$ cat config.mk
export PLATFORM = sky130hd
export DESIGN_NAME = sdram_burst_sched
export DESIGN_NICKNAME = d
export VERILOG_FILES = /design/src/rtl/sdram_sched_pkg.sv /design/src/rtl/sdram_ring_ptr.sv /design/src/rtl/sdram_burst_sched.sv
export SDC_FILE = /design/constraint.sdc
export NUM_CORES = 1
export LEC_CHECK = 0
export CAP_MARGIN = 20
export CORE_ASPECT_RATIO = 0.7
export CORE_MARGIN = 2
export CORE_UTILIZATION = 49
export DETAILED_ROUTE_END_ITERATION = 10
export PLACE_DENSITY_LB_ADDON = 0.08
export SLEW_MARGIN = 20
export SYNTH_ARGS = -nofsm -noshare
export SYNTH_HDL_FRONTEND = slang
export SYNTH_SLANG_ARGS = --single-unit
$ cat constraint.sdc
create_clock -name clk -period 2.69 [get_ports clk]
set_input_delay 0.538 -clock clk [delete_from_list [all_inputs] [get_ports clk]]
set_output_delay 0.538 -clock clk [all_outputs]
set_load 0.1 [all_outputs]
$ cat src/rtl/sdram_sched_pkg.sv
// Shared encodings and default sizes for the SDRAM burst scheduler.
package sdram_sched_pkg;

    localparam int unsigned BURST_LEN_DEF = 256;
    localparam int unsigned ADDR_W_DEF    = 22;
    localparam int unsigned BYTE_W        = 9;

    typedef enum logic [2:0] {
        S_IDLE = 3'd0,
        S_WREQ = 3'd1,
        S_WRUN = 3'd2,
        S_RREQ = 3'd3,
        S_RRUN = 3'd4
    } sched_state_t;

    typedef enum logic {
        G_RD = 1'b0,
        G_WR = 1'b1
    } grant_t;

endpackage

$ cat src/rtl/sdram_ring_ptr.sv
// Ring-buffer burst address: advances by one burst per adv pulse, modulo MEM_WORDS.
module sdram_ring_ptr #(
    parameter int unsigned ADDR_W    = 22,
    parameter int unsigned BURST_LEN = 256,
    parameter int unsigned MEM_WORDS = 2**22
) (
    input  logic              clk,
    input  logic              rst_n,
    input  logic              adv,
    output logic [ADDR_W-1:0] addr
);

    localparam logic [ADDR_W-1:0] LAST_START = ADDR_W'(MEM_WORDS - BURST_LEN);
    localparam logic [ADDR_W-1:0] STEP       = ADDR_W'(BURST_LEN);

    always_ff @(posedge clk or negedge rst_n) begin
        if (!rst_n) begin
            addr <= '0;
        end else if (adv) begin
            addr <= (addr == LAST_START) ? '0 : addr + STEP;
        end
    end

endmodule

$ cat src/rtl/sdram_burst_sched.sv
// Round-robin write/read burst scheduler treating SDRAM as a ring buffer.
// Optional watchdog on stuck bursts enabled by defining SDRAM_SCHED_WDT_EN.
module sdram_burst_sched
    import sdram_sched_pkg::*;
#(
    parameter int unsigned BURST_LEN   = BURST_LEN_DEF,
    parameter int unsigned ADDR_W      = ADDR_W_DEF,
    parameter int unsigned MEM_WORDS   = 2**22,
    parameter int unsigned FIFO_AW     = 9,
    parameter int unsigned RFIFO_DEPTH = 512,
    parameter int unsigned WDT_CYC     = 1023
) (
    input  logic                clk,
    input  logic                rst_n,
    input  logic                sdram_init_done,
    input  logic [FIFO_AW:0]    wfifo_used,
    input  logic [FIFO_AW:0]    rfifo_used,
    input  logic                sdram_wr_ack,
    input  logic                sdram_rd_ack,
    output logic                sdram_wr_req,
    output logic                sdram_rd_req,
    output logic [BYTE_W-1:0]   sdwr_byte,
    output logic [BYTE_W-1:0]   sdrd_byte,
    output logic [ADDR_W-1:0]   sys_wraddr,
    output logic [ADDR_W-1:0]   sys_rdaddr,
    output logic [ADDR_W:0]     fill_words,
    output logic                sched_err
);

    localparam int unsigned FILL_W = ADDR_W + 1;
    localparam int unsigned USED_W = FIFO_AW + 1;

    // Elaboration-time parameter legality
    if (BURST_LEN < 1 || BURST_LEN > 256) begin : g_bad_burst
        $error("BURST_LEN out of range");
    end
    if ((MEM_WORDS % BURST_LEN) != 0) begin : g_bad_ring
        $error("MEM_WORDS must be a multiple of BURST_LEN");
    end
    if (WDT_CYC == 0) begin : g_bad_wdt
        $error("WDT_CYC must be non-zero");
    end

    sched_state_t state_q, state_d;
    grant_t       last_q, last_d;
    logic wr_ack_q, wr_ack_q2, rd_ack_q, rd_ack_q2;
    logic wr_req_d, rd_req_d;
    logic wr_adv_c, rd_adv_c, abort_c;
    logic wr_ok_c, rd_ok_c;
    logic wr_rise_c, wr_fall_c, rd_rise_c, rd_fall_c;

    assign sdwr_byte = BYTE_W'(BURST_LEN);
    assign sdrd_byte = BYTE_W'(BURST_LEN);

    // Edges are taken only from the registered ack copies
    assign wr_rise_c =  wr_ack_q & ~wr_ack_q2;
    assign wr_fall_c = ~wr_ack_q &  wr_ack_q2;
    assign rd_rise_c =  rd_ack_q & ~rd_ack_q2;
    assign rd_fall_c = ~rd_ack_q &  rd_ack_q2;

    assign wr_ok_c = sdram_init_done
                   && (wfifo_used >= USED_W'(BURST_LEN))
                   && (fill_words <= FILL_W'(MEM_WORDS - BURST_LEN));
    assign rd_ok_c = sdram_init_done
                   && (fill_words >= FILL_W'(BURST_LEN))
                   && (rfifo_used <= USED_W'(RFIFO_DEPTH - BURST_LEN));

`ifdef SDRAM_SCHED_WDT_EN
    localparam int unsigned WDT_W = $clog2(WDT_CYC + 1);
    logic [WDT_W-1:0] wdt_q;
    logic             err_q;

    assign abort_c   = (state_q != S_IDLE) && (wdt_q == WDT_W'(WDT_CYC));
    assign sched_err = err_q;

    // Busy-cycle watchdog; error stays set until reset
    always_ff @(posedge clk or negedge rst_n) begin
        if (!rst_n) begin
            wdt_q <= '0;
            err_q <= 1'b0;
        end else begin
            if (state_q == S_IDLE || abort_c) wdt_q <= '0;
            else                              wdt_q <= wdt_q + WDT_W'(1);
            if (abort_c) err_q <= 1'b1;
        end
    end
`else
    assign abort_c   = 1'b0;
    assign sched_err = 1'b0;
`endif

    always_ff @(posedge clk or negedge rst_n) begin
        if (!rst_n) begin
            state_q      <= S_IDLE;
            last_q       <= G_RD;
            wr_ack_q     <= 1'b0;
            wr_ack_q2    <= 1'b0;
            rd_ack_q     <= 1'b0;
            rd_ack_q2    <= 1'b0;
            sdram_wr_req <= 1'b0;
            sdram_rd_req <= 1'b0;
            fill_words   <= '0;
        end else begin
            state_q      <= state_d;
            last_q       <= last_d;
            wr_ack_q     <= sdram_wr_ack;
            wr_ack_q2    <= wr_ack_q;
            rd_ack_q     <= sdram_rd_ack;
            rd_ack_q2    <= rd_ack_q;
            sdram_wr_req <= wr_req_d;
            sdram_rd_req <= rd_req_d;
            if (wr_adv_c)      fill_words <= fill_words + FILL_W'(BURST_LEN);
            else if (rd_adv_c) fill_words <= fill_words - FILL_W'(BURST_LEN);
        end
    end

    always_comb begin
        state_d  = state_q;
        last_d   = last_q;
        wr_req_d = 1'b0;
        rd_req_d = 1'b0;
        wr_adv_c = 1'b0;
        rd_adv_c = 1'b0;
        case (state_q)
            S_IDLE: begin
                // Round-robin only matters when both sides are eligible
                if (wr_ok_c && (!rd_ok_c || last_q == G_RD)) begin
                    state_d = S_WREQ;
                    last_d  = G_WR;
                end else if (rd_ok_c) begin
                    state_d = S_RREQ;
                    last_d  = G_RD;
                end
            end
            S_WREQ: begin
                if (wr_rise_c) state_d  = S_WRUN;
                else           wr_req_d = 1'b1;
            end
            S_WRUN: begin
                if (wr_fall_c) begin
                    wr_adv_c = 1'b1;
                    state_d  = S_IDLE;
                end
            end
            S_RREQ: begin
                if (rd_rise_c) state_d  = S_RRUN;
                else           rd_req_d = 1'b1;
            end
            S_RRUN: begin
                if (rd_fall_c) begin
                    rd_adv_c = 1'b1;
                    state_d  = S_IDLE;
                end
            end
            default: state_d = S_IDLE;
        endcase
        if (abort_c) begin
            state_d  = S_IDLE;
            wr_req_d = 1'b0;
            rd_req_d = 1'b0;
            wr_adv_c = 1'b0;
            rd_adv_c = 1'b0;
        end
    end

    sdram_ring_ptr #(
        .ADDR_W    (ADDR_W),
        .BURST_LEN (BURST_LEN),
        .MEM_WORDS (MEM_WORDS)
    ) u_wr_ptr (
        .clk   (clk),
        .rst_n (rst_n),
        .adv   (wr_adv_c),
        .addr  (sys_wraddr)
    );

    sdram_ring_ptr #(
        .ADDR_W    (ADDR_W),
        .BURST_LEN (BURST_LEN),
        .MEM_WORDS (MEM_WORDS)
    ) u_rd_ptr (
        .clk   (clk),
        .rst_n (rst_n),
        .adv   (rd_adv_c),
        .addr  (sys_rdaddr)
    );

endmodule

Yosys cells after proc, flatten, opt, wreduce, memory -nomap -nowiden
Cells that the tools add are included.
{ "word_totals": {"register_bits": 77, "in_bits": 25, "out_inout_bits": 88, "word_cells": 72} }
{ "classes": {"n_addsub": 4, "n_lt_le_gt_ge": 4, "n_eq_ne": 11, "muxes": 21, "bitwise_logic": 9, "n_reduce_logical": 12} }
{ "ops": {"columns": ["op", "count"], "rows": [
  ["$mux 23", 2],
  ["$add 22x9->22 const B", 2],
  ["$eq 22x22->1 const B", 2],
  ["$mux 22", 2],
  ["$add 23x9->23 const B", 1],
  ["$ge 23x9->1 const B", 1],
  ["$le 23x22->1 const B", 1],
  ["$sub 23x9->23 const B", 1],
  ["$mux 3", 6],
  ["$pmux 3 s5", 1],
  ["$ge 10x9->1 const B", 1],
  ["$le 10x9->1 const B", 1],
  ["$mux 1", 10],
  ["$ne 2x2->1 const B", 4],
  ["$eq 3x2->1 const B", 2],
  ["$logic_and 1x1->1", 5],
  ["$not 1->1", 5],
  ["$reduce_and 5->1", 1],
  ["$and 1x1->1", 4],
  ["$reduce_bool 2->1", 2],
  ["$eq 3x1->1 const B", 1],
  ["$eq 3x3->1 const B", 1],
  ["$logic_not 3->1", 1],
  ["$ne 3x3->1 const B", 1],
  ["3 further kinds", 3]
]} }

Logic depth before layout (Yosys ltp)
{ "depth": {"ltp_word": 8, "mapped_depth": 7, "mapped_depth_nobuf": 6} }

Modules after synthesis
A second synthesis with hierarchy kept.
{ "unflattened": {"hier_cells": 330, "area_unflattened_um2": 3160.5} }
{ "modules_own_cells": {"columns": ["module", "n_inst", "cells_each", "area_each_um2", "seq_area_each_um2"], "rows": [
  ["sdram_ring_ptr", 2, 81, 795.8, 350.3],
  ["sdram_burst_sched", 1, 168, 1569.0, 625.6]
]} }

Least setup slack after synthesis
OpenSTA, ideal clock, no wires.
{ "synth_timing": {"path_type": "reg2reg", "start": "reg fill_words[11]", "end": "reg fill_words[20]", "setup_ns": 0.161, "arrival_time_ns": 2.271, "required_time_ns": 2.529, "setup_slack_ns": 0.259, "stages_incl_launch_ff": 7, "n_path_buf": 1, "synth_period_minus_slack_ns": 2.431, "path_cell_list": "dfrtp_1 > buf_6 > or4_4 > or4_1 > nor2_1 > a31oi_1 > xnor2_1"} }
{ "synth_via": {"elab_chain_len": 3, "elab_cells_between_ends": 4, "cone_classes": "2 x add/sub; 2 x mux"} }
{ "synth_rtl": {"columns": ["element", "line_no", "text"], "rows": [
  ["start, declared", "sdram_burst_sched.sv:26", "output logic [ADDR_W:0] fill_words,"],
  ["start signal, assigned", "sdram_burst_sched.sv:112", "if (wr_adv_c) fill_words <= fill_words + FILL_W'(BURST_LEN);"],
  ["start signal, assigned", "sdram_burst_sched.sv:113", "else if (rd_adv_c) fill_words <= fill_words - FILL_W'(BURST_LEN);"],
  ["$sub 23x9->23", "sdram_burst_sched.sv:113", null],
  ["$mux 23", "sdram_burst_sched.sv:113", null],
  ["$mux 23 *", "sdram_burst_sched.sv:112", null]
]} }
Every way passes the cells marked *; elsewhere a longest branch is shown, timed or not. The select of a mux whose other input is x is not followed.
A chain may end at the register's enable or synchronous reset.

Worst setup path in the final report
{ "layout_timing": {"start": "reg state_q[2]", "end": "reg fill_words[21]"} }
{ "layout_via": {"elab_chain_len": 3, "elab_cells_between_ends": 6, "cone_classes": "2 x eq/ne; 3 x mux; 1 x reduce/logical"} }
{ "layout_rtl": {"columns": ["element", "line_no", "text"], "rows": [
  ["start, declared", "sdram_burst_sched.sv:44", "sched_state_t state_q, state_d;"],
  ["start signal, assigned", "sdram_burst_sched.sv:104", "state_q <= state_d;"],
  ["$eq 3x2->1 / $eq 3x3->1 (equally long branches)", "sdram_burst_sched.sv:124", "case (state_q)"],
  ["$mux 1", "sdram_burst_sched.sv:124", null],
  ["$mux 23 / $reduce_bool 2->1 (equally long branches)", null, null]
]} }
Several ways; a longest one is shown, not always the timed one.

==> out/qor.csv <==
stage;metric;value;unit
grt;Total GRT Usage;18.8;%
logic_synthesis;sequential fraction of the synthesis area;42.5;%
floorplan;Chip Width;99.4;µm
place;Final Wtd Congestion;0.861;
clock_tree;CTS resizes;0;
power_and_ir_drop;Flop pwr share;34.0;%
critical_path;reg2reg path depth;5;
flow_run;Max-cap violations;0;
finish;Finished Cell Area;3630;µm²
floorplan;Die Y;70.8;µm
critical_path;Arrival @ worst endpoint;2.30;ns
grt;global-route wire length before repair;10.8;mm
worst_hold_path;min-delay worst type;input port to async pin;
logic_synthesis;mapped cell area;3120;µm²
drt;starting DRC count in detailed routing;122;
sta;final hold vios;0;
sta;Slew @ Worst Pin;0.631;ns
grt;grt peak-use layer;met1;
logic_synthesis;syn avg cell area;9.29;µm²
sta;worst clock skew;0.0125;ns
floorplan;Core Region;6190;µm²
clock_tree;CTS Buf Count;5;
logic_synthesis;Netlist cell types;46;
critical_path;WS Path Type;register to register;
drt;drt drc;0;
floorplan;IO Pins;113;
critical_path;CP Max Fanout;8;
sta;RSZ-0062 raised after global routing;no;
grt;antenna violations before repair;0;
grt;vias in the first global route;2222;
sta;period utilisation layout;78.6;%
critical_path;CP Launch Type;register;
grt;largest net degree at the start of global routing;21;
finish;# fillers;557;
place;dpl cell area;3510;µm²
power_and_ir_drop;Net Sw Power;2.03;mW
power_and_ir_drop;combinational share of power;51.0;%
clock_tree;hold_buf cts;0;
sta;Worst slew margin;57.6;%
finish;Final nets;423;
logic_synthesis;Synth Flop Type;dfrtp_1;
grt;met1 Track Usage GR;30.1;%
power_and_ir_drop;Net Sw Frac;55.7;%
clock_tree;TritonCTS clock tree;done;
sta;Setup TNS Final;0;ns
clock_tree;clk sinks;53;
grt;GR Util met2;26.4;%
clock_tree;Root Driver;clkbuf_8;
power_and_ir_drop;Static Leak;1.74;nW
logic_synthesis;Syn Inst Count;336;
logic_synthesis;post-synthesis async set-or-reset flop share;100;%
grt;GRT met3 Usage;4.25;%
sta;Max Transition Viols Final;0;
finish;commonest non-fill, non-tap cell in the layout;dfrtp_1;
place;I/O Buffers;61;
floorplan;initial core utilization;50.4;%
outcome;outcome;complete, no violations;
drt;post-route ant nets;0;
clock_tree;worst skew pair latency;0.31;ns
finish;commonest cells after routing, fill and taps aside;53 x dfrtp_1, 49 x buf_4, 43 x conb_1;
logic_synthesis;EDFF count, synth;0;
sta;endpoints failing setup;0;
drt;first-pass iteration count of the detailed router;4;
finish;area grow syn2layout;16.2;%
clock_tree;clk buf depth;2;
sta;fmax;0.473;GHz
power_and_ir_drop;clock share of power;15.0;%
finish;share of cells above drive strength 1;17.0;%
drt;wirelength, routed;6.40;mm
place;dpl hpwl;4.77;mm
clock_tree;clock-pin transition on the worst setup and hold timing paths;0.10;ns
floorplan;die area;7030;µm²
power_and_ir_drop;Internal Pwr Total;1.62;mW
clock_tree;H-tree levels;2;
logic_synthesis;Yosys reg bits;53;
critical_path;crit path capture type;register;
finish;Ant. Diodes;0;
clock_tree;# Post-CTS Setup Buffers;0;
drt;drt via density;5.24;
power_and_ir_drop;PwrDens;1010;nW/µm²
power_and_ir_drop;peak supply drop;0.447;mV
grt;GRT overflow;0;
logic_synthesis;Yosys Warn Count;0;
critical_path;CP required;2.88;ns
drt;drt wl/cell;13.6;µm
drt;via count;2474;
floorplan;row count;24;
sta;Tmin final;2.11;ns
area by class of cell:
class                           instances  area (µm²)  share of cell area (%)
Multi-Input combinational cell        262        1540                    42.6
Clock buffer                            5        68.8                    1.90
Inverter                                6        22.5                   0.621
Sequential cell                        53        1330                    36.6
Clock inverter                          3        43.8                    1.21
Tap cell                               78        97.6                    2.69
Timing Repair Buffer                   65         523                    14.4
worst max-delay path: stages (launching register included):
cell and delay [ns]:
dfrtp_1 0.47, nand4bb_1 0.39, nor4_1 0.66, and3_1 0.25, o21ai_1 0.08, xnor2_1 0.14
registers in the layout, summed over array words and instances, names as in the netlist:
name / flops
sdram_wr_req: 1
state_q: 3
u_wr_ptr.addr: 14
fill_words: 15
wr_ack_q: 1
u_rd_ptr.addr: 14
rd_ack_q: 1
sdram_rd_req: 1
last_q: 1
rd_ack_q2: 1
wr_ack_q2: 1
power by group through the flow:
| stage | registers (mW) | logic (mW) | clock network [mW] |
|---|---|---|---|
| after floorplan | 1.93 | 0.874 | 0 |
| after global placement | 1.25 | 1.84 | 0 |
| after detailed placement | 1.25 | 1.86 | 0 |
| after CTS | 1.24 | 1.86 | 0.567 |
| after global routing | 1.28 | 1.96 | 0.593 |
| final | 1.24 | 1.86 | 0.547 |
per-stage QoR:
stage                     std cells  total power [mW]  util [%]  setup WS [ns]  hold slack, ns
after detailed placement        464              3.11      56.8          0.310           0.411
after global routing            472              3.84      58.6          0.437           0.142
after global placement          464              3.09      56.8          0.392           0.406
final                           472              3.65      58.6          0.576           0.128
after floorplan                 377              2.81         -          0.259           0.242
after CTS                       472              3.67      58.6          0.584           0.133
path summary, 6_finish.rpt:
| check | start | end | slack (ns) |
|---|---|---|---|
| min in group clk | rd_ack_q | rd_ack_q2 | 0.43 |
| max in group asynchronous | rst_n | fill_words[20] | 1.97 |
| min | rst_n | u_rd_ptr.addr[18] | 0.13 |
| max reg2reg | state_q[2] | fill_words[21] | 0.58 |
| min reg2reg | rd_ack_q | rd_ack_q2 | 0.43 |
| max | state_q[2] | fill_words[21] | 0.58 |
cell usage after synthesis (2+ instances only):
library cell  number  area share [%]
xor2_1            15             4.2
o221ai_1           2            0.56
and4_1             3            0.84
nand2b_1           4            0.80
nor2_1            22             2.6
a21oi_1            7             1.1
and2_1             4            0.80
nor3_2             2            0.64
dfrtp_1           53              43
or3_1              2            0.40
xnor2_1           20             5.6
nand2_1           34             4.1
nand4_1           15             3.0
nor2b_1            5             1.0
a31oi_1            7             1.4
o22ai_1            3            0.60
nand3_1           18             2.9
buf_4             43              10
inv_1              5            0.60
conb_1             2            0.24
ha_1               5             2.0
nor3_1             3            0.48
or4_1              3            0.72
buf_2              2            0.32
o21ai_1            9             1.4
nand3b_1           2            0.48
and3_1             7             1.4
clkbuf_1          10             1.2
nor4_1            11             2.2
o21ai_0            2            0.32
kinds of logic (layout without fill, tap and decap cells):
family	after synthesis	after routing	synth area share [%]
compound gates	34	34	6.74
buf+inv	62	79	13.0
xor+xnor	35	35	9.82
fa+ha+maj	5	5	2.00
flops	53	53	42.5
other cells	2	43	0.241
mux	1	1	0.321
simple gates	144	144	25.4
routing by layer:
layer,wire length [µm],share of wire (%),vias up
met3,493,7.7,3
met2,2610,41,99
li1,-,-,1199
met4,24,0.37,0
met5,0,0,-
met1,3270,51,1173
Note: power is estimated with default switching activity, not from simulation.
